**src/rtl/bp_update_scheduler.sv**
```systemverilog
// Branch-predictor update scheduler: queues resolved branches and writes
// them into the predictor, deferring when fetch reads the same set.
module bp_update_scheduler #(
   parameter int DEPTH     = 4,
   parameter int MAX_DEFER = 2
) (
   input  logic                     clk,
   input  logic                     rst_n,
   input  logic                     br_valid,
   input  logic [31:0]              br_pc,
   input  logic                     br_taken,
   output logic                     br_ready,
   input  logic                     fetch_valid,
   input  logic [31:0]              pc_pre,
   input  logic                     flush,
   output logic                     update_en,
   output logic [31:0]              pc_update,
   output logic                     real_br_taken,
   output logic [$clog2(DEPTH):0]   q_count
);

   localparam int AW = $clog2(DEPTH);
   localparam int CW = AW + 1;
   localparam int DW = $clog2(MAX_DEFER + 1);
   localparam logic [DW-1:0] MAXD = DW'(MAX_DEFER);

   typedef enum logic [1:0] {
      IDLE  = 2'd0,
      ISSUE = 2'd1,
      HOLD  = 2'd2
   } state_t;

   state_t           state;
   logic [31:0]      q_pc [DEPTH];
   logic             q_tk [DEPTH];
   logic [AW-1:0]    rd_ptr;
   logic [AW-1:0]    wr_ptr;
   logic [DW-1:0]    defer_cnt;

   logic [31:0]      head_pc;
   logic             head_tk;
   logic             not_empty;
   logic             conflict;
   logic             defer;
   logic             issue;
   logic             push;
   logic             unused_pc_bits;

   assign unused_pc_bits = &{1'b0, pc_pre[31:6], pc_pre[1:0]};

   assign head_pc   = q_pc[rd_ptr];
   assign head_tk   = q_tk[rd_ptr];
   assign not_empty = (q_count != '0);
   assign br_ready  = (q_count < CW'(DEPTH));

   // Same predictor set as the fetch lookup: back off, but only so long
   assign conflict = fetch_valid && (pc_pre[5:2] == head_pc[5:2]) && not_empty;
   assign defer    = !flush && conflict && (defer_cnt < MAXD);
   assign issue    = !flush && not_empty && !defer;
   assign push     = br_valid && br_ready && !flush;

   assign update_en = (state == ISSUE);

   always_ff @(posedge clk or negedge rst_n) begin
      if (!rst_n) begin
         state         <= IDLE;
         rd_ptr        <= '0;
         wr_ptr        <= '0;
         q_count       <= '0;
         defer_cnt     <= '0;
         pc_update     <= '0;
         real_br_taken <= 1'b0;
         for (int i = 0; i < DEPTH; i++) begin
            q_pc[i] <= '0;
            q_tk[i] <= 1'b0;
         end
      end else begin
         if (push) begin
            q_pc[wr_ptr] <= br_pc;
            q_tk[wr_ptr] <= br_taken;
            wr_ptr       <= wr_ptr + AW'(1);
         end

         if (issue) begin
            rd_ptr        <= rd_ptr + AW'(1);
            pc_update     <= head_pc;
            real_br_taken <= head_tk;
            defer_cnt     <= '0;
         end else if (defer) begin
            defer_cnt     <= defer_cnt + DW'(1);
         end

         unique case ({push, issue})
            2'b10:   q_count <= q_count + CW'(1);
            2'b01:   q_count <= q_count - CW'(1);
            default: q_count <= q_count;
         endcase

         unique case (1'b1)
            flush:   state <= IDLE;
            issue:   state <= ISSUE;
            defer:   state <= HOLD;
            default: state <= IDLE;
         endcase

         if (flush) begin
            rd_ptr    <= '0;
            wr_ptr    <= '0;
            q_count   <= '0;
            defer_cnt <= '0;
         end
      end
   end

endmodule

```
**config.mk**
```make
export PLATFORM = sky130hd
export DESIGN_NAME = bp_update_scheduler
export DESIGN_NICKNAME = d
export VERILOG_FILES = /design/src/rtl/bp_update_scheduler.sv
export SDC_FILE = /design/constraint.sdc
export NUM_CORES = 1
export LEC_CHECK = 0
export BUFFER_PORTS_ARGS = -buffer_cell sky130_fd_sc_hd__buf_2
export CAP_MARGIN = 20
export CORE_MARGIN = 2
export CORE_UTILIZATION = 30
export DETAILED_ROUTE_END_ITERATION = 6
export GPL_TIMING_DRIVEN = 0
export SLEW_MARGIN = 10
export SYNTH_ARGS = -nofsm -noshare
export SYNTH_HDL_FRONTEND = slang
export SYNTH_SLANG_ARGS = --single-unit
```
**constraint.sdc**
```tcl
create_clock -name clk -period 4.4 [get_ports clk]
set_input_delay 0.66 -clock clk [delete_from_list [all_inputs] [get_ports clk]]
set_output_delay 0.66 -clock clk [all_outputs]
set_load 0.1 [all_outputs]
```
Word-level counts from Yosys, hierarchy flattened:

Cells that the tools add are included.
Widths: inputs -> output; s select.

* add/subtract/negate cells: 5
* $lt $le $gt $ge: 5
* eq/ne operators: 4
* muxes and demuxes: 22
* bitwise gates (word level): 2
* reductions and logical operators: 16

Operators by type and width (count)
* $bwmux 128: 1
* $mux 32: 3
* $bmux 32 s2: 1
* $demux 32 s2: 1
* $mux 2: 7
* $logic_and 1x1->1: 9
* $reduce_bool 3->1: 3
* $add 2x1->2 const B: 3
* $ge 3x3->1 const B: 2
* $not 2->3: 2
* $pmux 3 s2: 1
* $bwmux 4: 1
* $eq 2x1->1 const B: 2
* $eq 4x4->1: 1
* $pmux 2 s2: 1
* $reduce_bool 2->1: 2
* $add 3x1->3 const B: 1
* $lt 3x1->1 const B: 1
* $lt 3x3->1 const B: 1
* $mux 1: 3
* $mux 3: 1
* $sub 3x1->3 const B: 1
* $bmux 1 s2: 1
* $demux 1 s2: 1
* other kinds (3): 4

* register bits: 176
* bits of input ports: 70
* output and inout port bits: 38
* word-level logic and storage cells: 69

Logic depth before layout (Yosys ltp):

Gate-level depths: netlist of run 1.

* word-level depth: 14
* mapped depth: 12
* depth with buffers taken out: 10

Worst setup path before layout of run 1:

Ideal clock, no wire load.

* kind: reg-to-reg
* start point: register rd_ptr[0]
* end point: register q_count[1]
* library setup time: 0.127 ns
* arrival: 2.879 ns
* setup slack: 1.394 ns
* stages on the path, launching flop included: 13
* clock period less this slack: 3.006 ns
* cells stage by stage: dfrtp_1 -> buf_4 -> mux4_2 -> xnor2_1 -> nand3_1 -> o21ai_4 -> buf_6 -> nor2_1 -> fa_1 -> nor3b_1 -> a22o_1 -> a21oi_1 -> o2bb2ai_1

* cells in the longest elaborated chain, start to end: 14

RTL lines
* start: declaration: line 36 `logic [AW-1:0] rd_ptr;`
* start signal: assignment: line 85 `rd_ptr <= rd_ptr + AW'(1);`
* $not 2->3 (implied by the code) *: line 51 `assign head_pc = q_pc[rd_ptr];`
* $bmux 32 s2 *: line 51
* $mux 32 (implied by the code) * (2 in a row): line 51
* $eq 4x4->1 *: line 57 `assign conflict = fetch_valid && (pc_pre[5:2] == head_pc[5:2]) && not_empty;`
* $logic_and 1x1->1 * (2 in a row): line 57
* $logic_and 1x1->1 * (2 in a row): line 58 `assign defer = !flush && conflict && (defer_cnt < MAXD);`
* $logic_not 1->1 *: line 59 `assign issue = !flush && not_empty && !defer;`
* $logic_and 1x1->1 *: line 59
* $eq 2x1->1 / $eq 2x2->1 (equally long branches): line 93 `unique case ({push, issue})`
* $pmux 3 s2: line 93
* $mux 3: line 106 `if (flush) begin`
* end signal: assignment: line 94 `2'b10: q_count <= q_count + CW'(1);`
* end signal: assignment: line 95 `2'b01: q_count <= q_count - CW'(1);`
* end signal: assignment: line 96 `default: q_count <= q_count;`
* end: declaration: line 19 `output logic [$clog2(DEPTH):0] q_count`

Mark *: on every way between the ends. The rest lies on a longest branch, timed or not. The select of a mux whose other input is x is not followed.
A chain may end at the register's enable or synchronous reset.

Worst setup path after layout of run 1:

* start point: register rd_ptr[1]
* end point: register q_count[1]

Same word-level chain as after synthesis.

==> key figures, run 1 <==
Clock network
  – H-tree levels: 4
  – Total CTS buffers: 17
  – Post-CTS setup buffer count: 0
  – CTS Hold Bufs: 0
  – Clock Pin Slew Worst Setup and Hold Paths: 70 ps
  – Resized cells post-CTS: 0
  – Root Driver: clkbuf_16
  – Skew-Pair Late Insertion Delay: 430 ps
  – Clock tree buffer depth: 2
  – CTS tree: built
  – Clock sink total: 176

STA
  – Slew Viols, Final: 0
  – Rel. slew slack: 0.3217
  – Final hold slack: 196.5 ps
  – RSZ-0062 raised after global routing: false
  – Endpoints failing setup: 0
  – Setup TNS: 0 ps
  – Worst slew pin tran: 1017 ps
  – Fmax: 0.2709 GHz
  – Worst setup margin: 708.9 ps
  – Final Critical Period: 3691 ps
  – Hold Vio Cnt, Final: 0
  – Final worst-path cycle share: 0.8389
  – Fin Clk Skew: 15.01 ps

Flow run
  – Max-cap violations: 0

Power and ir drop
  – PD cells: 798.0 nW/um^2
  – Pwr Total: 7179 uW
  – Logic pwr share: 0.438
  – Switch share: 0.4133
  – Int Power: 4212 uW
  – NetSw: 2967 uW
  – Sequential Power Share: 0.370
  – Worst vdd ir: 0.0004282 V
  – Leak Pwr: 0.003931 uW
  – Clock power share: 0.192

Synth
  – Simple-gate share of the synthesized area: 0.02874
  – Synthesized Nets: 547
  – Synthesized area: 7620 sq um
  – Post-Syn Instances: 472
  – Mux cell area share after synthesis: 0.3440
  – Distinct cell type count after synthesis: 39
  – Area share of xor/xnor cells in the synthesized design: 0.006897
  – Avg Inst Size Synth: 16.14 sq um
  – Post-synth EDFFs: 0
  – Adder-Cell Fraction of Synth Area: 0.009195
  – Largest family of logic cells by synthesized area: multiplexers
  – Ys Warns: 0
  – Asr flop ratio synth: 1.000
  – Synth Register Bits: 176
  – Compound-gate portion of the synthesized area: 0.01346
  – Register area share after synthesis: 0.5780
  – Ys flop type: dfrtp_1

Detailed routing
  – Post-route ant nets: 0
  – Drc violations: 0
  – Post-detailed-route wirelength per cell: 18.42 microns
  – Via count: 4301
  – Via density: 4.706
  – Final WL: 16.83 mm
  – Router iterations before antenna repair: 4
  – Drt first-iter violations: 174

Place
  – RePlAce Congestion: 0.7571
  – Port bufs: 79
  – DPL Wire Length: 11.57 mm
  – Setup WS pre-CTS: 686.2 ps

Global routing
  – Number of global-route vias before repair: 4866
  – Largest net degree at the start of global routing: 98
  – Initial antenna violation count: 3
  – Gr ovfl total: 0
  – GRT Resource Usage Total: 0.1327
  – First-pass GRT wire length: 26.54 mm

Layout
  – Share of layout cells above drive strength 1: 0.4949
  – Final Net Count: 646
  – Number of diodes: 0
  – Area Growth Syn to Fin: 18.06%

Die
  – Die Span X: 163.4 microns
  – Cell row count: 58
  – Core box area: 25040 sq um
  – Initial Util: 0.3043
  – I/O Pins: 108
  – Chip height: 163.4 microns
  – DIE AREA: 26690 sq um

Critical path
  – Startpoint Class: register
  – WS Path Type: reg2reg
  – Crit end category: register
  – CP required: 4710 ps
  – Max FO, Critical Path: 10
  – Arrival time at the worst endpoint: 4000 ps

Status
  – Status: completed

Hold path
  – Worst hold path type: in2async
==> stage by stage <==
step,cells,utilization,area [sq um]
after floorplan,472,-,7620
after global placement,881,0.3366,8428
after detailed placement,882,0.3381,8466
after CTS,914,0.3593,8996
after global routing,914,0.3593,8996
final,914,0.3593,8996
==> kinds of logic (layout without fill, tap and decap cells) <==
family,count (synthesis),after routing
mux,200,200
flops,176,176
simple gates,38,38
buf+inv,33,145
compound gates,14,14
xor+xnor,6,6
fa+ha+maj,5,5
==> state kept, by name, indices dropped and copies added, names as in the netlist <==
register,cells
defer_cnt,2
wr_ptr,2
q_count,3
pc_update,32
state,2
q_tk,4
q_pc,128
real_br_taken,1
rd_ptr,2
==> cell usage in the layout, fill, tap and decap left out, types with 2 or more instances in the layout <==
cell | synthesis | routed
a21oi_1 | 4 | 4
and2_1 | 4 | 4
buf_2 | 0 | 78
buf_6 | 3 | 3
clkbuf_1 | 25 | 27
clkbuf_16 | 0 | 17
clkinv_2 | 0 | 5
clkinvlp_4 | 0 | 2
dfrtp_1 | 176 | 176
ha_1 | 4 | 4
inv_1 | 4 | 4
inv_6 | 0 | 4
mux2_1 | 26 | 26
mux2_2 | 139 | 139
mux2i_1 | 2 | 2
mux4_2 | 33 | 33
nand2_1 | 6 | 6
nand2b_1 | 5 | 5
nand3_1 | 2 | 2
nor2_1 | 4 | 4
nor2b_1 | 2 | 2
nor3_1 | 3 | 3
nor3b_1 | 3 | 3
nor4_1 | 2 | 2
or3_1 | 2 | 2
xnor2_1 | 5 | 5
==> cell usage after synthesis (3+ instances only) <==
master / count / area (sq um)
nor3b_1: 3 / 22.52
xnor2_1: 5 / 43.79
ha_1: 4 / 50.05
dfrtp_1: 176 / 4404
clkbuf_1: 25 / 93.84
nor2_1: 4 / 15.01
buf_6: 3 / 33.78
a21oi_1: 4 / 20.02
nand2b_1: 5 / 31.28
mux4_2: 33 / 743.2
mux2_2: 139 / 1565
mux2_1: 26 / 292.8
nor3_1: 3 / 15.01
inv_1: 4 / 15.01
and2_1: 4 / 25.02
nand2_1: 6 / 22.52
==> worst max-delay path: stages (launching register included) <==
cell and delay, ps:
dfrtp_1 320, clkbuf_1 400, mux4_2 430, xnor2_1 190, nand3_1 330, o21ai_4 570, buf_6 230, nor2_1 70
fa_1 450, nor3b_1 160, a22o_1 200, a21oi_1 140, o2bb2ai_1 70
==> per-layer routing <==
| layer | vias to the layer above | GRT usage | part of all wire |
|---|---|---|---|
| li1 | 1928 | - | - |
| met1 | 2285 | 0.1595 | 0.43 |
| met2 | 71 | 0.2323 | 0.52 |
| met3 | 13 | 0.03860 | 0.043 |
| met4 | 4 | 0.03580 | 0.0082 |
| met5 | - | 0 | 0.0016 |
==> path summary, 6_finish.rpt <==
path                                    from           end  slack, ps  depth (start not counted)
worst max-delay path               rd_ptr[1]    q_count[1]        710                         12
worst min-delay path                   rst_n  pc_update[2]        200                          1
worst max register to register     rd_ptr[1]    q_count[1]        710                         12
worst min register to register  pc_update[4]  pc_update[4]        490                          1
max in group asynchronous              rst_n      q_pc[11]       3300                          2
min in group clk                pc_update[4]  pc_update[4]        490                          1
==> area by class of cell <==
type                            count  area (sq um)
Inverter                            4         15.01
Multi-Input combinational cell    263          3065
Tap cell                          330         412.9
Clock inverter                     12         83.83
Sequential cell                   176          4404
Timing Repair Buffer               80         432.9
Clock buffer                       20         446.7
Fill cell                        2392         16040
Buffer                             29         135.1
==> power groups by stage <==
stage                     logic [uW]  clock network, uW  registers, uW
after floorplan                 1450                  0           3740
after global placement          3120                  0           2620
after detailed placement        3200                  0           2700
after CTS                       3200               1420           2670
after global routing            3340               1480           2740
final                           3150               1380           2660
Power figures use the tool's default switching activity.
==> run 2: changes to the inputs <==
Clock period 4.4 ns to 3.7 ns, I/O delays scaled along.
==> run 2 against run 1 <==
  * Power increased by 19%
  * Utilization is essentially flat
  * Hold slack lost 100 ps
  * Fmax rose by 11%
  * Critical path depth unchanged
  * Critical path type unchanged
  * Clock-buffer cell count stayed put
  * First-iteration DRC count grew 11%
  * Die area stayed put
  * Largest power group unchanged
  * Flip-flop and latch count did not move
  * Non-clock buffer count is 1 higher
  * Register-to-register slack lost 350 ps
  * Wire length is 0.43% higher
==> key figures, run 2 (synthesis results as in run 1) <==
STA
  – Final worst-path cycle share: 0.9025 (was 0.8389)
  – Endpoints failing setup: 0 (unchanged)
  – Hold Vio Cnt, Final: 0 (unchanged)
  – Worst slew pin tran: 1018 ps (was 1017 ps)
  – Slew Viols, Final: 0 (unchanged)
  – Final Critical Period: 3339 ps (was 3691 ps)
  – RSZ-0062 raised after global routing: false (unchanged)
  – Fin Clk Skew: 13.64 ps (was 15.01 ps)
  – Rel. slew slack: 0.3212 (was 0.3217)
  – Fmax: 0.2995 GHz (was 0.2709 GHz)

Clock network
  – Skew-Pair Late Insertion Delay: 430 ps (about the same)
  – Total CTS buffers: 17 (unchanged)
  – Clock sink total: 176 (unchanged)
  – CTS tree: built (unchanged)
  – Clock tree buffer depth: 2 (unchanged)
  – CTS Hold Bufs: 0 (unchanged)
  – Root Driver: clkbuf_16 (unchanged)
  – Clock Pin Slew Worst Setup and Hold Paths: 70 ps (about the same)
  – H-tree levels: 4 (unchanged)
  – Resized cells post-CTS: 0 (unchanged)
  – Post-CTS setup buffer count: 1 (was 0)

Layout
  – Most frequent cells in the layout: dfrtp_1, mux2_2, buf_2 (unchanged)
  – Top flop regs: q_pc x128, pc_update x32, q_tk x4 (unchanged)
  – Share of layout cells above drive strength 1: 0.4957 (was 0.4949)
  – Fin area: 9004 sq um (was 8996 sq um)
  – Commonest non-fill, non-tap cell in the layout: dfrtp_1 (unchanged)
  – Max reg flops: 128 (unchanged)
  – Final Net Count: 647 (was 646)
  – Largest reg by FF count: q_pc (unchanged)
  – Area Growth Syn to Fin: 18.16% (was 18.06%)
  – Number of diodes: 0 (unchanged)
  – Finished Core Util: 0.3596 (was 0.3593)

Detailed routing
  – Post-detailed-route wirelength per cell: 18.48 microns (was 18.42 microns)
  – Final WL: 16.91 mm (was 16.83 mm)
  – Post-route ant nets: 0 (unchanged)
  – Via density: 4.721 (was 4.706)
  – Via count: 4320 (was 4301)
  – Router iterations before antenna repair: 4 (unchanged)
  – Drc violations: 0 (unchanged)
  – Drt first-iter violations: 193 (was 174)

Die
  – Core box area: 25040 sq um (unchanged)
  – I/O Pins: 108 (unchanged)
  – Die Span X: 163.4 microns (unchanged)
  – Chip height: 163.4 microns (unchanged)
  – DIE AREA: 26690 sq um (unchanged)
  – Cell row count: 58 (unchanged)
  – Initial Util: 0.3043 (unchanged)

Critical path
  – CP delay by family, top: compound AO/OA/AOI/OAI gates (unchanged)
  – Slowest cell on the critical path: fa_1 (was o21ai_4)
  – Crit-path cells: clkbuf_1, mux4_2, xnor2_1, nand3_1, o21ai_4, buf_6, nor2_1, fa_1, nor3b_1, a22o_1, a21oi_1, o2bb2ai_1 (unchanged)
  – Startpoint Class: register (unchanged)
  – Max FO, Critical Path: 10 (unchanged)
  – CP required: 4010 ps (was 4710 ps)
  – Crit path buf inv count: 2 (unchanged)
  – Arrival time at the worst endpoint: 3650 ps (was 4000 ps)
  – Crit end category: register (unchanged)
  – R2R setup slack: 360 ps (was 710 ps)
  – Worst stage delay on the critical path: 450 ps (was 570 ps)
  – WS Path Type: reg2reg (unchanged)

Place
  – DPL Wire Length: 11.57 mm (unchanged)
  – Port bufs: 79 (unchanged)
  – DP Area: 8466 sq um (unchanged)
  – RePlAce Congestion: 0.7571 (unchanged)

Global routing
  – Number of global-route vias before repair: 4875 (was 4866)
  – GRT Resource Usage Total: 0.1326 (was 0.1327)
  – First-pass GRT wire length: 26.54 mm (about the same)
  – Largest net degree at the start of global routing: 98 (unchanged)
  – Initial antenna violation count: 3 (unchanged)
  – Gr ovfl total: 0 (unchanged)

Flow run
  – Max-cap violations: 0 (unchanged)

Hold path
  – Worst hold path type: in2async (unchanged)

Power and ir drop
  – Worst vdd ir: 0.0005096 V (was 0.0004282 V)
  – Leak Pwr: 0.003936 uW (was 0.003931 uW)
  – PD cells: 948.9 nW/um^2 (was 798.0 nW/um^2)

Status
  – Status: completed (unchanged)
[run 2: changes by cell type in the layout (fill, tap and decap cells not counted), sizes merged]
cell	delta
buf	+1
[run 2: worst reg2reg max path: cells and delay by family, from the launching register on]
kind,cells,cell delay [ps]
AO/OA/AOI/OAI,4,700
XOR/XNOR,1,190
adder cells (fa/ha/maj),1,450
buffers and inverters,2,570
flip-flops,1,320
multiplexers,1,430
AND/OR/NAND/NOR,3,580
[run 2: path summary, 6_finish.rpt]
| kind | cells after the start | end | start |
|---|---|---|---|
| min reg2reg | 1 | pc_update[4] | pc_update[4] |
| max | 12 | q_count[1] | rd_ptr[1] |
| min in group clk | 2 | q_pc[21] | br_pc[21] |
| min | 1 | pc_update[2] | rst_n |
| max in group asynchronous | 2 | q_pc[75] | rst_n |
| max reg2reg | 12 | q_count[1] | rd_ptr[1] |
[run 2: stage by stage]
stage	TNS, ps	hold slack (ps)	total power, uW	instances	worst slack [ps]
floorplan	0	259.4	6173	472	694.0
global placement	-85010	467.5	6831	881	-494.1
detailed placement	-13.76	479.7	7006	882	-13.76
CTS	0	122.4	8669	915	343.8
global route	0	147.1	8999	915	82.93
finish	0	94.98	8544	915	360.9
[run 2: where the power goes]
group          switching (uW)  internal [uW]  total [uW]
Sequential                414           2740        3160
Clock                     758            880        1640
Combinational            2360           1390        3750
Total                    3530           5010        8540
[run 2: area by class of cell]
cell class,instances,area (sq um)
clock inverters,12,83.83
flip-flops and latches,176,4404
multi-input cells,263,3065
fillers,2392,16030
plain buffers,29,135.1
repair buffers,81,440.4
well taps,330,412.9
clock buffers,20,446.7
inverters,4,15.01
[run 2: metal layers]
layer | wire length [microns] | GRT usage | vias up
met5 | 27 | 0 | -
met4 | 140 | 0.03580 | 4
met3 | 735 | 0.03860 | 16
met2 | 8738 | 0.2325 | 72
met1 | 7263 | 0.1590 | 2299
li1 | - | - | 1929
